--- config.mk ---
export PLATFORM = sky130hd
export DESIGN_NAME = uart_tx_arbiter
export DESIGN_NICKNAME = d
export VERILOG_FILES = /design/src/rtl/uart_tx_arbiter.sv
export SDC_FILE = /design/constraint.sdc
export NUM_CORES = 1
export LEC_CHECK = 0
export CAP_MARGIN = 25
export CORE_UTILIZATION = 41
export CTS_CLUSTER_SIZE = 8
export DETAILED_ROUTE_END_ITERATION = 8
export MAX_ROUTING_LAYER = met4
export PLACE_DENSITY = 0.8
export SETUP_SLACK_MARGIN = 0.02
export SYNTH_ARGS = -nofsm -noshare
export SYNTH_HDL_FRONTEND = slang
export SYNTH_SLANG_ARGS = --single-unit
--- constraint.sdc ---
create_clock -name clk -period 2.4 [get_ports clk]
set_clock_uncertainty 0.2 [all_clocks]
set_input_delay 0.36 -clock clk [delete_from_list [all_inputs] [get_ports clk]]
set_output_delay 0.36 -clock clk [all_outputs]
set_load 0.02 [all_outputs]
--- src/rtl/uart_tx_arbiter.sv ---
// Round-robin arbiter that shares one uart_tx among N_REQ byte producers.
// Optional per-message lock is enabled by defining UART_TX_ARB_LOCK_EN.
module uart_tx_arbiter #(
   parameter int N_REQ   = 4,
   parameter int IDW     = 2,
   parameter int BUSY_TO = 16
) (
   input  logic               clk,
   input  logic               rst,
   input  logic [N_REQ-1:0]   req_vld,
   input  logic [N_REQ*8-1:0] req_data,
   input  logic [N_REQ-1:0]   req_last,
   output logic [N_REQ-1:0]   req_rdy,
   output logic [7:0]         tx_din,
   output logic               tx_vld,
   input  logic               busy,
   output logic [IDW-1:0]     grant_id,
   output logic               lock_active,
   output logic               busy_timeout
);

   typedef enum logic [1:0] {IDLE, ISSUE, WAIT_BUSY, WAIT_DONE} state_t;

   state_t           state, state_nxt;
   logic [IDW-1:0]   rr_ptr;
   logic [7:0]       hold;
   logic [7:0]       cnt;
   logic [N_REQ-1:0] cand;
   logic             win_found;
   logic [IDW-1:0]   win;
   logic             accept;
   logic             timeout_hit;

`ifdef UART_TX_ARB_LOCK_EN
   logic           locked;
   logic [IDW-1:0] owner;

   // While a message is open only its owner is eligible.
   always_comb begin
      cand = req_vld;
      if (locked)
         cand = req_vld & ({{(N_REQ-1){1'b0}}, 1'b1} << owner);
   end

   always_ff @(posedge clk) begin
      if (rst) begin
         locked <= 1'b0;
         owner  <= '0;
      end else if (accept) begin
         locked <= ~req_last[win];
         owner  <= win;
      end
   end

   assign lock_active = locked;
`else
   logic unused_last;

   assign cand        = req_vld;
   assign lock_active = 1'b0;
   assign unused_last = ^req_last;
`endif

   // First candidate at or above rr_ptr, wrapping at N_REQ-1.
   always_comb begin
      int             idx;
      logic [IDW-1:0] sel;
      idx       = 0;
      sel       = '0;
      win_found = 1'b0;
      win       = '0;
      for (int i = 0; i < N_REQ; i++) begin
         idx = int'(rr_ptr) + i;
         if (idx >= N_REQ) idx = idx - N_REQ;
         sel = idx[IDW-1:0];
         if (!win_found && cand[sel]) begin
            win_found = 1'b1;
            win       = sel;
         end
      end
   end

   assign accept      = (state == IDLE) && !busy && win_found && !rst;
   assign req_rdy     = accept ? ({{(N_REQ-1){1'b0}}, 1'b1} << win) : '0;
   assign tx_vld      = (state == ISSUE);
   assign tx_din      = hold;
   assign timeout_hit = (state == WAIT_BUSY) && !busy && (cnt == 8'(BUSY_TO-1));

   always_ff @(posedge clk) begin
      if (rst) state <= IDLE;
      else     state <= state_nxt;
   end

   always_comb begin
      state_nxt = state;
      case (state)
         IDLE:      if (accept) state_nxt = ISSUE;
         ISSUE:     state_nxt = WAIT_BUSY;
         WAIT_BUSY: begin
            if (busy)             state_nxt = WAIT_DONE;
            else if (timeout_hit) state_nxt = IDLE;
         end
         WAIT_DONE: if (!busy) state_nxt = IDLE;
         default:   state_nxt = IDLE;
      endcase
   end

   always_ff @(posedge clk) begin
      if (rst) begin
         rr_ptr       <= '0;
         hold         <= 8'h00;
         grant_id     <= '0;
         cnt          <= 8'h00;
         busy_timeout <= 1'b0;
      end else begin
         busy_timeout <= timeout_hit;
         if (accept) begin
            hold     <= req_data[{win, 3'b000} +: 8];
            grant_id <= win;
            rr_ptr   <= (win == IDW'(N_REQ-1)) ? '0 : win + 1'b1;
         end
         if (state == ISSUE)
            cnt <= 8'h00;
         else if (state == WAIT_BUSY && !busy)
            cnt <= cnt + 8'd1;
      end
   end

endmodule

==> reports/metrics.cfg <==
[timing]
rsz0062_at_grt = true
fin_crit_sh_pct = 97.8
max_freq_ghz = 0.426
fin_tns_setup_ps = 0
hold_viol = 0
slew_viol_final = 0
min_period_ps = 2350
worst_slack_ps = 54.0
setup_viol = 0

[floorplanning]
start_util_pct = 43.1
dieHeight_um = 58.4
core-area_um2 = 3030
die-area_um2 = 3410
num_rows = 20
io_pins = 60
die_w_um = 58.4

[synth]
avgSynthCellArea_um2 = 9.06
syn-num-nets = 192
netlist_area_um2 = 1310
ys_seq_area_share_pct = 35.3
yosysTopAreaCell = dfxtp_1
ys_warn_count = 0
synth_area_leaders = dfxtp_1 (35%), mux2i_1 (12%), o221ai_1 (5.4%)
synthCells = 144
synth_seq_cells = 23
yosysTopAreaCellShare_pct = 35.3
ys_types = 34

[drt]
drt-wirelength-per-cell_um = 13.8
viasPerCell = 5.14
route.vias.total = 1316
drc_errors = 0
wl_um = 3520
ant_nets = 0
drtIter0Drc = 36
firstDrtPassIters = 4

[placed_design]
placedCellCount = 249
hpwl_um = 2710
dp_slack_ps = -701
placed_cell_area_um2 = 1970
port_buffers = 54
gp_congestion = 0.730

[critical_path]
worstPathRequired_ps = 1840
rrSetupSlack_ps = 330
critical_path_class = in -> out
cp-end-kind = output pin
start_kind = input port
worstPathArrival_ps = 1790
crit_path_max_fanout = 4

[power]
internal_power_w = 0.000647
p_seq_share_pct = 46.0
p_sw_w = 0.000277
p_leak_nw = 0.821
power_frac_comb_pct = 35.3
vdd_drop_max_mv = 0.313
power_w = 0.000924
swShare_pct = 30.0
cellPowerDensity_nw_per_um2 = 452
clockPowerShare_pct = 18.7

[clock_tree]
cts_sinks = 23
cts_buffer_depth = 2
cts_buffers = 3
cts_tree = yes
cts_max_level = 1
clock_latency_ps = 300
cts-root-buf = clkbuf_4
clkTransAtPathRegs_ps = 130

[final_layout]
layout.cells.non_filler = 256
n_fill_cell = 245
final_layout_size_suffix_gt1_share_pct = 19.3
stdcell_area_um2 = 2050
final_common_cell = clkdlybuf4s50_1
layout_common_cells = clkdlybuf4s50_1 (46), dfxtp_1 (21), mux2i_1 (16), buf_4 (16), nand2_1 (13)
fin_nets = 261
area_growth_pct = 56.8
antenna_cells = 0

[grt]
antenna_found_initial = 0
grtUsageTotal_pct = 21.7
grt_pass1_wl_um = 5550
grt_pass1_vias = 1295
grt_max_degree = 18
grt_overflow = 0

[worst_hold_path]
hold_path_class = reg -> reg

[outcome]
status = finished, final reports clean

[job]
max_cap_viol_count = 0

-- cells in the mapped netlist --
library cell  instances
buf_2                 1
nand3_1               3
nor3_4                1
nand2_1              13
nor2_2                1
a211oi_2              1
nor2_1               10
dfxtp_1              23
nand3_2               1
nor2_4                1
nand3b_1              8
o21ai_0               2
buf_4                 3
a21oi_1              10
o41ai_2               1
clkbuf_1              2
or3_1                 3
and2_1                5
nor3b_1               1
nand2b_1              4
nand2_2               1
ha_1                  5
conb_1                1
nor2b_1               1
o22ai_1               1
nor3_2                1
xor2_1                5
o221ai_1              8
nor4_1                1
nand4_1               1
xnor2_1               2
mux2i_1              16
or3b_4                1
inv_1                 6
-- state kept, by name (all words and copies together) (netlist names) --
name / flops
grant_id: 2
state: 2
cnt: 8
busy_timeout: 1
tx_din: 8
rr_ptr: 2
-- through the flow --
step	utilization, %	hold slack (ps)
after floorplan	-	248
after global placement	65.1	242
after detailed placement	65.1	263
after CTS	65.6	284
after global routing	67.6	304
final	67.6	279
-- power groups by stage --
stage | Sequential [W] | Combinational [W] | Clock [W]
2_1_floorplan | 0.000452 | 0.000129 | 0
6_report | 0.000425 | 0.000326 | 0.000173
3_5_place_dp | 0.000432 | 0.000309 | 0
4_1_cts | 0.000424 | 0.000310 | 0.000181
5_1_grt | 0.000428 | 0.000350 | 0.000205
3_3_place_gp | 0.000430 | 0.000299 | 0
-- area by class of cell --
class                           instances  area [um^2]  area share [%]
Sequential cell                        23          463            22.6
Clock inverter                          1         5.00           0.245
Multi-Input combinational cell        109          833            40.7
Tap cell                               44         55.1            2.69
Timing Repair Buffer                   70          642            31.4
Inverter                                6         25.0            1.22
Clock buffer                            3         22.5            1.10
-- kinds of logic (layout without fill, tap and decap cells) --
group / after synthesis / in the layout / synth area share, %
xor gates and xnor gates: 7 / 7 / 4.70
DFF: 23 / 23 / 35.3
muxes: 16 / 16 / 12.3
buffers and inverters: 12 / 80 / 4.41
adders and majority gates: 5 / 5 / 4.79
other: 1 / 1 / 0.287
AOI/OAI and AO/OA: 23 / 23 / 12.7
and+or+nand+nor: 57 / 57 / 25.6
-- critical path, cell delays in order --
cell and delay, ps:
dlygate4sd2_1 300, a21oi_2 140, nor3b_1 60, or3_4 410, ha_1 220, and2_1 140
buf_2 150
-- timing repair --
item                       in CTS  in global routing
buffers inserted                1                  2
pin swaps                       1                  3
setup endpoints to repair       4                  4
hold buffers                    0                  0
resized for setup              23                 10
-- path summary, 6_finish.rpt --
check	start	to	cells past startpoint
max	req_vld[0]	req_rdy[0]	7
min	grant_id[0]	grant_id[0]	2
max reg2reg	rr_ptr[0]	tx_din[6]	8
min reg2reg	grant_id[0]	grant_id[0]	2
-- per-layer routing --
metal / global-route usage, % / up-vias / share of wire, %
met5: - / - / 0
met4: 6.80 / 0 / 0.65
met3: 3.96 / 4 / 6.4
met2: 37.9 / 48 / 51
met1: 25.3 / 620 / 42
li1: - / 644 / -
(Power assumes the default switching activity.)
